<file path="src/rtl/cu_pkg.sv">
// cu_pkg -- shared types and constants for the multicycle control unit.
//   state_t : control FSM states
//   OPC_*   : RV32 major opcodes (IR[6:0]) decoded in EXEC
//   PCS_*   : PC mux select encoding driven on PC_SOURCE
package cu_pkg;

  typedef enum logic [2:0] {
    ST_INIT  = 3'd0,
    ST_FETCH = 3'd1,
    ST_EXEC  = 3'd2,
    ST_WB    = 3'd3,
    ST_TRAP  = 3'd4
  } state_t;

  localparam logic [6:0] OPC_LOAD   = 7'b0000011;
  localparam logic [6:0] OPC_STORE  = 7'b0100011;
  localparam logic [6:0] OPC_BRANCH = 7'b1100011;
  localparam logic [6:0] OPC_JAL    = 7'b1101111;
  localparam logic [6:0] OPC_JALR   = 7'b1100111;
  localparam logic [6:0] OPC_OP     = 7'b0110011;
  localparam logic [6:0] OPC_OPIMM  = 7'b0010011;
  localparam logic [6:0] OPC_LUI    = 7'b0110111;
  localparam logic [6:0] OPC_AUIPC  = 7'b0010111;
  localparam logic [6:0] OPC_SYSTEM = 7'b1110011;

  // SYSTEM with FUNCT3 == 000 is treated as mret; everything else is a CSR op.
  localparam logic [2:0] F3_PRIV    = 3'b000;

  localparam logic [2:0] PCS_MEPC   = 3'b000;
  localparam logic [2:0] PCS_MTVEC  = 3'b001;
  localparam logic [2:0] PCS_JAL    = 3'b010;
  localparam logic [2:0] PCS_BRANCH = 3'b011;
  localparam logic [2:0] PCS_JALR   = 3'b100;
  localparam logic [2:0] PCS_PC4    = 3'b101;

endpackage

</file>
<file path="src/rtl/branch_eval.sv">
// branch_eval -- combinational branch-taken decision from FUNCT3 and the
// rs1/rs2 comparator flags.
//   funct3 : branch kind (IR[14:12])
//   br_eq, br_lt, br_ltu : comparator results
//   taken  : 1 when the branch condition holds (010/011 never taken)
module branch_eval (
  input  logic [2:0] funct3,
  input  logic       br_eq,
  input  logic       br_lt,
  input  logic       br_ltu,
  output logic       taken
);

  always_comb begin
    taken = 1'b0;
    case (funct3)
      3'b000:  taken = br_eq;
      3'b001:  taken = ~br_eq;
      3'b100:  taken = br_lt;
      3'b101:  taken = ~br_lt;
      3'b110:  taken = br_ltu;
      3'b111:  taken = ~br_ltu;
      default: taken = 1'b0;
    endcase
  end

endmodule

</file>
<file path="src/rtl/cu_fsm.sv">
// cu_fsm -- multicycle RV32 control unit: INIT/FETCH/EXEC/WB/TRAP.
//   CLK, RST          : clock, synchronous active-high reset (-> INIT)
//   OPCODE, FUNCT3    : instruction fields, valid in EXEC
//   BR_EQ/LT/LTU      : comparator flags, valid in EXEC
//   INTR, MIE         : interrupt request level and global enable
//   PC_RST, PC_WRITE, PC_SOURCE       : PC control
//   MEM_RDEN1, MEM_RDEN2, MEM_WE2     : instruction/data memory strobes
//   REG_WRITE, CSR_WE                 : register/CSR write enables
//   INT_TAKEN, MRET_EXEC              : trap entry / mret retire
module cu_fsm
  import cu_pkg::*;
(
  input  logic       CLK,
  input  logic       RST,
  input  logic [6:0] OPCODE,
  input  logic [2:0] FUNCT3,
  input  logic       BR_EQ,
  input  logic       BR_LT,
  input  logic       BR_LTU,
  input  logic       INTR,
  input  logic       MIE,
  output logic       PC_RST,
  output logic       PC_WRITE,
  output logic [2:0] PC_SOURCE,
  output logic       MEM_RDEN1,
  output logic       MEM_RDEN2,
  output logic       MEM_WE2,
  output logic       REG_WRITE,
  output logic       CSR_WE,
  output logic       INT_TAKEN,
  output logic       MRET_EXEC
);

  state_t state, state_nxt;
  logic   br_taken;
  logic   irq;

  assign irq = INTR & MIE;

  branch_eval u_branch_eval (
    .funct3 (FUNCT3),
    .br_eq  (BR_EQ),
    .br_lt  (BR_LT),
    .br_ltu (BR_LTU),
    .taken  (br_taken)
  );

  always_ff @(posedge CLK) begin
    if (RST) state <= ST_INIT;
    else     state <= state_nxt;
  end

  // Interrupts are only looked at on an instruction's last cycle
  // (EXEC for non-loads, WB for loads), so a trap never splits a load.
  always_comb begin
    state_nxt = state;
    case (state)
      ST_INIT:  state_nxt = ST_FETCH;
      ST_FETCH: state_nxt = ST_EXEC;
      ST_EXEC: begin
        if (OPCODE == OPC_LOAD) state_nxt = ST_WB;
        else if (irq)           state_nxt = ST_TRAP;
        else                    state_nxt = ST_FETCH;
      end
      ST_WB:    state_nxt = irq ? ST_TRAP : ST_FETCH;
      ST_TRAP:  state_nxt = ST_FETCH;
      default:  state_nxt = ST_INIT;
    endcase
  end

  always_comb begin
    PC_RST    = 1'b0;
    PC_WRITE  = 1'b0;
    PC_SOURCE = PCS_PC4;
    MEM_RDEN1 = 1'b0;
    MEM_RDEN2 = 1'b0;
    MEM_WE2   = 1'b0;
    REG_WRITE = 1'b0;
    CSR_WE    = 1'b0;
    INT_TAKEN = 1'b0;
    MRET_EXEC = 1'b0;
    case (state)
      ST_INIT:  PC_RST    = 1'b1;
      ST_FETCH: MEM_RDEN1 = 1'b1;
      ST_EXEC: begin
        // Loads retire in WB; every other opcode moves the PC here.
        PC_WRITE = (OPCODE != OPC_LOAD);
        case (OPCODE)
          OPC_LOAD:   MEM_RDEN2 = 1'b1;
          OPC_STORE:  MEM_WE2   = 1'b1;
          OPC_BRANCH: PC_SOURCE = br_taken ? PCS_BRANCH : PCS_PC4;
          OPC_JAL: begin
            REG_WRITE = 1'b1;
            PC_SOURCE = PCS_JAL;
          end
          OPC_JALR: begin
            REG_WRITE = 1'b1;
            PC_SOURCE = PCS_JALR;
          end
          OPC_OP, OPC_OPIMM, OPC_LUI, OPC_AUIPC: REG_WRITE = 1'b1;
          OPC_SYSTEM: begin
            if (FUNCT3 == F3_PRIV) begin
              PC_SOURCE = PCS_MEPC;
              MRET_EXEC = 1'b1;
            end else begin
              REG_WRITE = 1'b1;
              CSR_WE    = 1'b1;
            end
          end
          default: ;  // unknown opcode executes as a NOP
        endcase
      end
      ST_WB: begin
        REG_WRITE = 1'b1;
        PC_WRITE  = 1'b1;
      end
      ST_TRAP: begin
        PC_WRITE  = 1'b1;
        PC_SOURCE = PCS_MTVEC;
        INT_TAKEN = 1'b1;
      end
      default: ;
    endcase
  end

endmodule

</file>
<file path="config.mk">
export PLATFORM = sky130hd
export DESIGN_NAME = cu_fsm
export DESIGN_NICKNAME = d
export VERILOG_FILES = /design/src/rtl/cu_pkg.sv /design/src/rtl/branch_eval.sv /design/src/rtl/cu_fsm.sv
export SDC_FILE = /design/constraint.sdc
export NUM_CORES = 1
export LEC_CHECK = 0
export ABC_AREA = 1
export BUFFER_PORTS_ARGS = -buffer_cell sky130_fd_sc_hd__clkbuf_2
export CORE_AREA = 2 2 39 41
export CTS_BUF_LIST = sky130_fd_sc_hd__clkbuf_8
export CTS_CLUSTER_SIZE = 14
export DETAILED_ROUTE_END_ITERATION = 12
export DIE_AREA = 0 0 41 43
export PLACE_DENSITY = 0.6
export SETUP_SLACK_MARGIN = 0.3
export SLEW_MARGIN = 20
export SYNTH_ARGS = -nofsm -noshare
export SYNTH_HDL_FRONTEND = slang
export SYNTH_SLANG_ARGS = --single-unit
</file>
<file path="constraint.sdc">
create_clock -name CLK -period 3.25 [get_ports CLK]
set_clock_uncertainty 0.15 [all_clocks]
set_input_delay 0.4875 -clock CLK [delete_from_list [all_inputs] [get_ports CLK]]
set_output_delay 0.4875 -clock CLK [all_outputs]
set_load 0.03 [all_outputs]
</file>
==> results of run 1 <==
==> logic make-up (layout without fill, tap and decap cells) <==
| group | after synthesis | in the layout | share of synthesized area, % |
|---|---|---|---|
| AO/OA/AOI/OAI | 8 | 8 | 10.3 |
| AND/OR/NAND/NOR | 55 | 55 | 59.4 |
| buffers and inverters | 16 | 48 | 14.1 |
| XOR/XNOR | 1 | 1 | 2.06 |
| flip-flops | 3 | 3 | 14.1 |
==> cell usage after synthesis, drive strengths merged <==
library cell	number	area, um^2
nand2	21	81.3
inv	16	60.1
nor2	16	60.1
nand3	10	55.1
a21oi	4	20.0
nor3	4	31.3
dfxtp	3	60.1
nand4	2	12.5
nor4	2	12.5
o21ai	2	10.0
a21boi	1	7.51
a31oi	1	6.26
xor2	1	8.76
==> routing by layer <==
layer	global-route usage, %	up-vias	routed length (um)	share of wire, %
li1	-	330	-	-
met3	1.57	2	67	5.9
met1	18.9	255	539	47
met2	26.3	19	525	46
met4	6.00	0	11	0.96
met5	0	-	0	0
==> metrics by stage <==
stage | area (um^2) | utilization, % | power [mW]
6_report | 631 | 45.6 | 0.212
5_1_grt | 631 | 45.6 | 0.225
4_1_cts | 631 | 45.6 | 0.215
3_5_place_dp | 586 | 42.3 | 0.109
3_3_place_gp | 586 | 42.3 | 0.109
2_1_floorplan | 425 | - | 0.0853
==> worst min-delay path by stage <==
| stage | to | cells past startpoint |
|---|---|---|
| finish | state[1] | 2 |
| global route | state[1] | 2 |
| CTS | state[1] | 2 |
| detailed placement | state[2] | 3 |
| global placement | state[2] | 3 |
| floorplan | state[2] | 3 |
==> critical path: stages <==
cell	delay [ns]
clkbuf_2	0.12
nor3_4	0.26
nand3_1	0.19
nand2_1	0.10
nor2_1	0.05
a21oi_1	0.12
clkbuf_2	0.22
==> cell type report <==
type	count	area, um^2	share of cell area [%]
clock buffers	3	41.3	6.55
multi-input cells	64	305	48.4
flip-flops and latches	3	60.1	9.52
well taps	16	20.0	3.17
inverters	16	60.1	9.52
clock inverters	1	3.75	0.595
repair buffers	28	140	22.2
==> where the power goes <==
part           switching [mW]  internal, mW
clock network          0.0232        0.0803
logic                  0.0436        0.0227
registers             0.00235        0.0400
==> cell usage in the layout (no fill, tap or decap), drive strengths merged <==
| cell | synthesis | routed |
|---|---|---|
| nand3 | 10 | 10 |
| a21oi | 4 | 4 |
| nor3 | 4 | 4 |
| a31oi | 1 | 1 |
| a21boi | 1 | 1 |
| o21ai | 2 | 2 |
| clkbuf | 0 | 31 |
| xor2 | 1 | 1 |
| nor2 | 16 | 16 |
| dfxtp | 3 | 3 |
| nand4 | 2 | 2 |
| nand2 | 21 | 21 |
| inv | 16 | 17 |
| nor4 | 2 | 2 |
==> flow_metrics.py, run 1 <==
metrics = {
    "floorplanning": {
        "die-width_um": 41,
        "dieArea_um2": 1760,
        "start_util_pct": 30.7,
        "core_area_um2": 1380,
        "row_count": 14,
        "io_pins": 29,
        "die_height_um": 43,
    },
    "critical_path": {
        "r2r_start": "state[2]",
        "crit_type": "primary input to primary output",
        "rr_worst_depth": 7,
        "crit_start": "OPCODE[2]",
        "endpoint": "PC_SOURCE[2]",
        "r2r_slack_ns": 1.97,
        "rr_endpoint": "state[0]",
        "endpoint_kind": "primary output",
        "start_kind": "primary input",
        "required_ns": 2.61,
        "critPathArrivalTime_ns": 1.54,
        "critPathMaxFanout": 5,
    },
    "final_layout": {
        "regMostFlops": "state",
        "fill_cells": 164,
        "instances_no_fill": 131,
        "diodes": 0,
        "layout-drive-gt1-share_pct": 29.6,
        "syn_to_final_growth_pct": 48.2,
        "reg_top3": "state (3)",
        "largest_reg_flops": 3,
        "nets": 133,
    },
    "grt": {
        "grt_usage_pct": 15.5,
        "antenna_found_initial": 0,
        "grt_max_degree": 8,
        "grt_pass1_wl_mm": 1.98,
        "grt_pass1_vias": 562,
        "grt-ovfl-total": 0,
    },
    "clocking": {
        "cts.htree.levels": 1,
        "cts.clk_slew.worst_paths_ns": 0.03,
        "cts_root_buf": "clkbuf_8",
        "cts_resized": 0,
        "cts_tree": "yes",
        "post_cts_buffers": 0,
        "worstSkewPairLatency_ns": 0.21,
        "cts_made_buffers": 3,
        "clk_path_buf_depth": 2,
        "clock-sinks": 3,
        "cts_hold_buf": 0,
    },
    "synthesis": {
        "yosys_warnings": 0,
        "synth_fp_nets": 100,
        "synth_seq_area_share_pct": 14.1,
        "syn_inst": 83,
        "ys_ff_latch": 3,
        "syn_avg_cell_area_um2": 5.13,
        "netlist_area_um2": 425,
        "synth_cell_type_count": 16,
    },
    "sta": {
        "worst_pin_slew_ns": 0.222,
        "hold_violations": 0,
        "worst_slack_ns": 1.07,
        "fmaxAchievable_mhz": 460,
        "period_needed_ns": 2.18,
        "rsz0062_at_grt": "false",
        "tns_ns": 0,
        "slew_headroom_pct": 85.1,
        "final.period_utilization_pct": 66.9,
        "finalMaxSlewViolations": 0,
        "setup_viol": 0,
        "whs_ns": 0.316,
    },
    "pwr": {
        "power.density_nw_per_um2": 336,
        "p_leak_nw": 0.381,
        "ir_drop_v": 0.000353,
    },
    "min_path": {
        "hold_class": "primary input to flop",
        "min_from": "RST",
    },
    "route": {
        "first_pass_iters": 4,
        "routed-via-count": 606,
        "drt_iter0_markers": 9,
        "routed_wl_mm": 1.14,
        "wl_per_cell_um": 8.73,
        "antenna_left": 0,
        "viasPerCell": 4.63,
        "drc": 0,
    },
    "outcome": {
        "outcome": "completed",
    },
    "placed_design": {
        "pre_cts_ws_ns": 1.08,
        "port_buffers": 28,
        "place_congestion": 0.744,
        "dp_hpwl_mm": 1.01,
        "placedCellCount": 127,
    },
    "job": {
        "drv_cap": 0,
    },
}
Power figures use the tool's default switching activity.
==> inputs of run 2 (changes only) <==
--- a/config.mk
+++ b/config.mk
@@ -12,7 +12,7 @@
 export CTS_CLUSTER_SIZE = 14
 export DETAILED_ROUTE_END_ITERATION = 12
 export DIE_AREA = 0 0 41 43
-export PLACE_DENSITY = 0.6
+export PLACE_DENSITY = 0.63
 export SETUP_SLACK_MARGIN = 0.3
 export SLEW_MARGIN = 20
 export SYNTH_ARGS = -nofsm -noshare
==> constraint.sdc (replaced) <==
create_clock -name CLK -period 2 [get_ports CLK]
set_clock_uncertainty 0.15 [all_clocks]
set_input_delay 0.3 -clock CLK [delete_from_list [all_inputs] [get_ports CLK]]
set_output_delay 0.3 -clock CLK [all_outputs]
set_load 0.03 [all_outputs]
==> flow_metrics.py, run 2 (same netlist as run 1, synthesis figures left out) <==
metrics = {
    "critical_path": {
        "worst-path-stages": 7,
        "rr_endpoint": "state[0]",
        "path_cells": "buf_6 -> nand2_4 -> nor3_4 -> nand4_1 -> a21boi_2 -> o21ai_1 -> buf_4",
        "r2r_start": "state[2]",
        "r2r_slack_ns": 0.81,
        "crit_type": "primary input to primary output",
        "critPathSlowestCell": "nor3_4",
        "critPathArrivalTime_ns": 1.32,
        "critPathMaxFanout": 5,
        "critPathBufInv": 2,
        "endpoint_kind": "primary output",
        "start_kind": "primary input",
        "required_ns": 1.55,
        "critPathTopFamily": "simple AND/OR/NAND/NOR gates",
        "rr_worst_depth": 7,
        "cpPeakStageDelay_ns": 0.27,
    },
    "floorplanning": {
        "dieArea_um2": 1760,
        "row_count": 14,
        "die-width_um": 41,
        "die_height_um": 43,
        "core_area_um2": 1380,
        "start_util_pct": 30.7,
        "io_pins": 29,
    },
    "route": {
        "antenna_left": 0,
        "viasPerCell": 4.66,
        "first_pass_iters": 4,
        "wl_per_cell_um": 9.71,
        "drt_iter0_markers": 5,
        "drc": 0,
        "routed-via-count": 625,
        "routed_wl_mm": 1.30,
    },
    "clocking": {
        "clk_path_buf_depth": 2,
        "worstSkewPairLatency_ns": 0.22,
        "cts_tree": "yes",
        "cts.clk_slew.worst_paths_ns": 0.03,
        "cts_made_buffers": 3,
        "cts_root_buf": "clkbuf_8",
        "clock-sinks": 3,
        "cts.htree.levels": 1,
    },
    "final_layout": {
        "post-route-util_pct": 56.9,
        "reg_top3": "state (3)",
        "fill_cells": 138,
        "syn_to_final_growth_pct": 85.0,
        "largest_reg_flops": 3,
        "seqCellArea_um2": 62.6,
        "multiInputGateArea_um2": 374,
        "final_cell_mix": "16 x nand2_1, 16 x clkbuf_2, 14 x nor2_1, 13 x inv_1, 8 x nand3_1",
        "layout-drive-gt1-share_pct": 47.5,
        "diodes": 0,
        "regMostFlops": "state",
        "nets": 136,
    },
    "placed_design": {
        "port_buffers": 28,
        "dp_hpwl_um": 978,
        "place_congestion": 0.747,
    },
    "job": {
        "drv_cap": 0,
    },
    "sta": {
        "slew_headroom_pct": 83.7,
        "worst_pin_slew_ns": 0.244,
        "period_needed_ns": 1.77,
        "final.period_utilization_pct": 88.6,
        "hold_violations": 0,
        "setup_viol": 0,
        "fmaxAchievable_mhz": 564,
        "finalMaxSlewViolations": 0,
        "tns_ns": 0,
        "rsz0062_at_grt": "true",
    },
    "grt": {
        "grt_pass1_wl_mm": 1.99,
        "grt-ovfl-total": 0,
        "grt_pass1_vias": 525,
        "grt_max_degree": 8,
        "antenna_found_initial": 0,
        "grt_usage_pct": 15.8,
    },
    "pwr": {
        "p_leak_nw": 0.420,
        "ir_drop_v": 0.000185,
        "power.density_nw_per_um2": 471,
    },
    "min_path": {
        "holdPathEnd": "state[1]",
        "worst_hold_path.num_cells": 2,
        "hold_class": "primary input to flop",
        "min_from": "RST",
    },
    "outcome": {
        "outcome": "completed",
    },
}
-- run 2: cell types whose count changed in the layout (fill, tap and decap cells not counted), sizes merged --
cell,change
buf,+9
clkbuf,-6
-- run 2: routing by layer --
layer / track usage (%) / vias up / routed length, um
met4: 8.00 / 0 / 14
met2: 23.4 / 19 / 661
met3: 2.09 / 2 / 80
met5: 0 / - / 0
met1: 21.4 / 267 / 545
li1: - / 337 / -
-- run 2: cell type report --
cell class                      instances  area share [%]
Tap cell                               16            2.54
Sequential cell                         3            7.95
Inverter                               16            7.63
Timing Repair Buffer                   31            28.6
Multi-Input combinational cell         64            47.5
Clock buffer                            3            5.25
Clock inverter                          1           0.477
-- run 2: worst max path at each step --
stage | start | endpoint | slack, ns
4_1_cts | OPCODE[2] | PC_WRITE | 0.23
6_report | OPCODE[0] | PC_WRITE | 0.23
5_1_grt | OPCODE[0] | PC_WRITE | 0.14
3_3_place_gp | OPCODE[5] | PC_SOURCE[2] | 0.20
3_5_place_dp | OPCODE[2] | PC_SOURCE[2] | 0.22
2_1_floorplan | OPCODE[1] | MEM_RDEN2 | 0.01
-- run 2: per-stage QoR --
step / instance area, um^2 / setup WS [ns] / total power, mW / hold slack, ns / cells
final: 787 / 0.227 / 0.371 / 0.138 / 134
after global routing: 787 / 0.140 / 0.394 / 0.150 / 134
after CTS: 711 / 0.227 / 0.361 / 0.134 / 131
after detailed placement: 601 / 0.218 / 0.178 / 0.356 / 127
after global placement: 601 / 0.201 / 0.177 / 0.353 / 127
after floorplan: 440 / 0.0113 / 0.140 / 0.222 / 83
-- run 2: what timing repair did --
action	in CTS	in global routing
setup endpoints to repair	8	8
buffers inserted	0	3
hold buffers	0	0
pin swaps	5	9
resized for setup	19	24
-- run 2: power breakdown --
group	internal (mW)	switching, mW	leakage, nW
Sequential	0.0655	0.00505	0.0256
Clock	0.131	0.0398	0.0269
Combinational	0.0506	0.0793	0.368
Total	0.247	0.124	0.420
==> inputs of run 3 (changes only) <==
--- a/config.mk
+++ b/config.mk
@@ -12,7 +12,7 @@
 export CTS_CLUSTER_SIZE = 14
 export DETAILED_ROUTE_END_ITERATION = 12
 export DIE_AREA = 0 0 41 43
-export PLACE_DENSITY = 0.63
+export PLACE_DENSITY = 0.67
 export SETUP_SLACK_MARGIN = 0.3
 export SLEW_MARGIN = 20
 export SYNTH_ARGS = -nofsm -noshare
==> flow_metrics.py, run 3 (same netlist as run 1, synthesis figures left out) <==
metrics = {
    "sta": {
        "worst_pin_slew_ns": 0.259,
        "worst_slack_ns": 0.217,
        "period_needed_ns": 1.78,
        "finalMaxSlewViolations": 0,
        "fmaxAchievable_mhz": 561,
        "hold_violations": 0,
        "setup_viol": 0,
        "slew_headroom_pct": 82.7,
        "rsz0062_at_grt": "true",
        "final.period_utilization_pct": 89.1,
        "tns_ns": 0,
        "whs_ns": 0.121,
    },
    "floorplanning": {
        "io_pins": 29,
        "row_count": 14,
        "core_area_um2": 1380,
        "dieArea_um2": 1760,
        "start_util_pct": 30.7,
        "die-width_um": 41,
        "die_height_um": 43,
    },
    "final_layout": {
        "layout_commonest_cell": "clkbuf_2",
        "nets": 138,
        "fill_cells": 124,
        "syn_to_final_growth_pct": 93.2,
        "reg_top3": "state (3)",
        "fin_area_um2": 822,
        "final_cell_mix": "17 x clkbuf_2, 15 x nand2_1, 13 x inv_1, 13 x nor2_1, 9 x buf_4",
        "regMostFlops": "state",
        "diodes": 0,
        "largest_reg_flops": 3,
        "layout-drive-gt1-share_pct": 51.7,
    },
    "route": {
        "routed-via-count": 660,
        "routed_wl_mm": 1.48,
        "wl_per_cell_um": 10.9,
        "drt_iter0_markers": 5,
        "antenna_left": 0,
        "viasPerCell": 4.85,
        "drc": 0,
        "first_pass_iters": 4,
    },
    "clocking": {
        "cts_tree": "yes",
        "cts.clk_slew.worst_paths_ns": 0.04,
        "cts_made_buffers": 3,
        "clk_path_buf_depth": 2,
        "cts.htree.levels": 1,
        "clock-sinks": 3,
        "worstSkewPairLatency_ns": 0.22,
        "cts_root_buf": "clkbuf_8",
    },
    "placed_design": {
        "dp_hpwl_um": 975,
        "place_area_um2": 601,
        "pre_cts_ws_ns": 0.220,
        "port_buffers": 28,
        "place_congestion": 0.799,
    },
    "critical_path": {
        "endpoint_kind": "primary output",
        "critPathMaxFanout": 3,
        "r2r_start": "state[2]",
        "crit_type": "primary input to primary output",
        "r2r_slack_ns": 0.77,
        "crit_start": "OPCODE[5]",
        "endpoint": "PC_SOURCE[2]",
        "rr_worst_depth": 7,
        "rr_endpoint": "state[0]",
        "start_kind": "primary input",
        "required_ns": 1.55,
        "critPathArrivalTime_ns": 1.33,
    },
    "grt": {
        "grt_max_degree": 8,
        "antenna_found_initial": 0,
        "grt_pass1_vias": 546,
        "grt_pass1_wl_mm": 2.04,
        "grt-ovfl-total": 0,
        "grt_usage_pct": 16.8,
    },
    "pwr": {
        "finalPower_mw": 0.387,
        "power.density_nw_per_um2": 471,
        "ir_drop_v": 0.000201,
        "p_leak_nw": 0.435,
    },
    "job": {
        "drv_cap": 0,
    },
    "outcome": {
        "outcome": "completed",
    },
    "min_path": {
        "hold_class": "primary input to flop",
    },
}
-- run 3: cell types whose count changed in the layout (fill, tap and decap cells not counted), moves of 2 or more --
cell      delta
clkbuf_4     -2
buf_8        +2
buf_4        +2
a21oi_2      +2
inv_4        +2
inv_2        -2
clkbuf_8     -3
a21oi_1      -2
-- run 3: worst min path at each step --
stage,startpoint,endpoint,slack [ns],depth (start not counted)
after floorplan,RST,state[0],0.22,1
after global placement,RST,state[0],0.35,2
after detailed placement,RST,state[0],0.35,2
after CTS,RST,state[1],0.12,2
after global routing,RST,state[0],0.14,2
final,RST,state[1],0.12,2
-- run 3: metrics by stage --
step	cells	util, %
3_5_place_dp	127	43.4
3_3_place_gp	127	43.4
2_1_floorplan	83	-
5_1_grt	136	59.4
6_report	136	59.4
4_1_cts	132	52.4
-- run 3: final cells by class --
cell class / count / area, um^2 / share of cell area, %
Inverter: 16 / 65.1 / 7.91
Timing Repair Buffer: 33 / 235 / 28.6
Tap cell: 16 / 20.0 / 2.44
Clock inverter: 1 / 3.75 / 0.457
Sequential cell: 3 / 65.1 / 7.91
Clock buffer: 3 / 41.3 / 5.02
Multi-Input combinational cell: 64 / 392 / 47.6
-- run 3: critical path: stages --
cell and delay [ns]:
clkbuf_2 0.13, nand2_4 0.08, nor2_4 0.16, nand2_2 0.09, nand3_1 0.13, nand2_2 0.07
nor2_1 0.12, a21oi_2 0.06, buf_2 0.18
-- run 3: power breakdown --
group          internal (mW)  switching [mW]  leakage (nW)
Clock                  0.131          0.0461        0.0269
Combinational         0.0546          0.0854         0.382
Sequential            0.0643         0.00534        0.0259
Total                  0.250           0.137         0.435
-- run 3: per-layer routing --
layer / track usage (%) / vias to the layer above / part of all wire [%]
met2: 25.9 / 29 / 52
li1: - / 341 / -
met4: 12.0 / 0 / 1.7
met3: 1.57 / 3 / 6.7
met1: 20.3 / 287 / 39
met5: 0 / - / 0
-- run 3: what timing repair did --
item / CTS / global route
gates cloned: 0 / 0
hold endpoints to repair: 0 / 0
resized for setup: 20 / 32
hold buffers: 0 / 0
setup buffers: 1 / 4
pin swaps: 3 / 8
endpoints found under the setup margin: 8 / 8
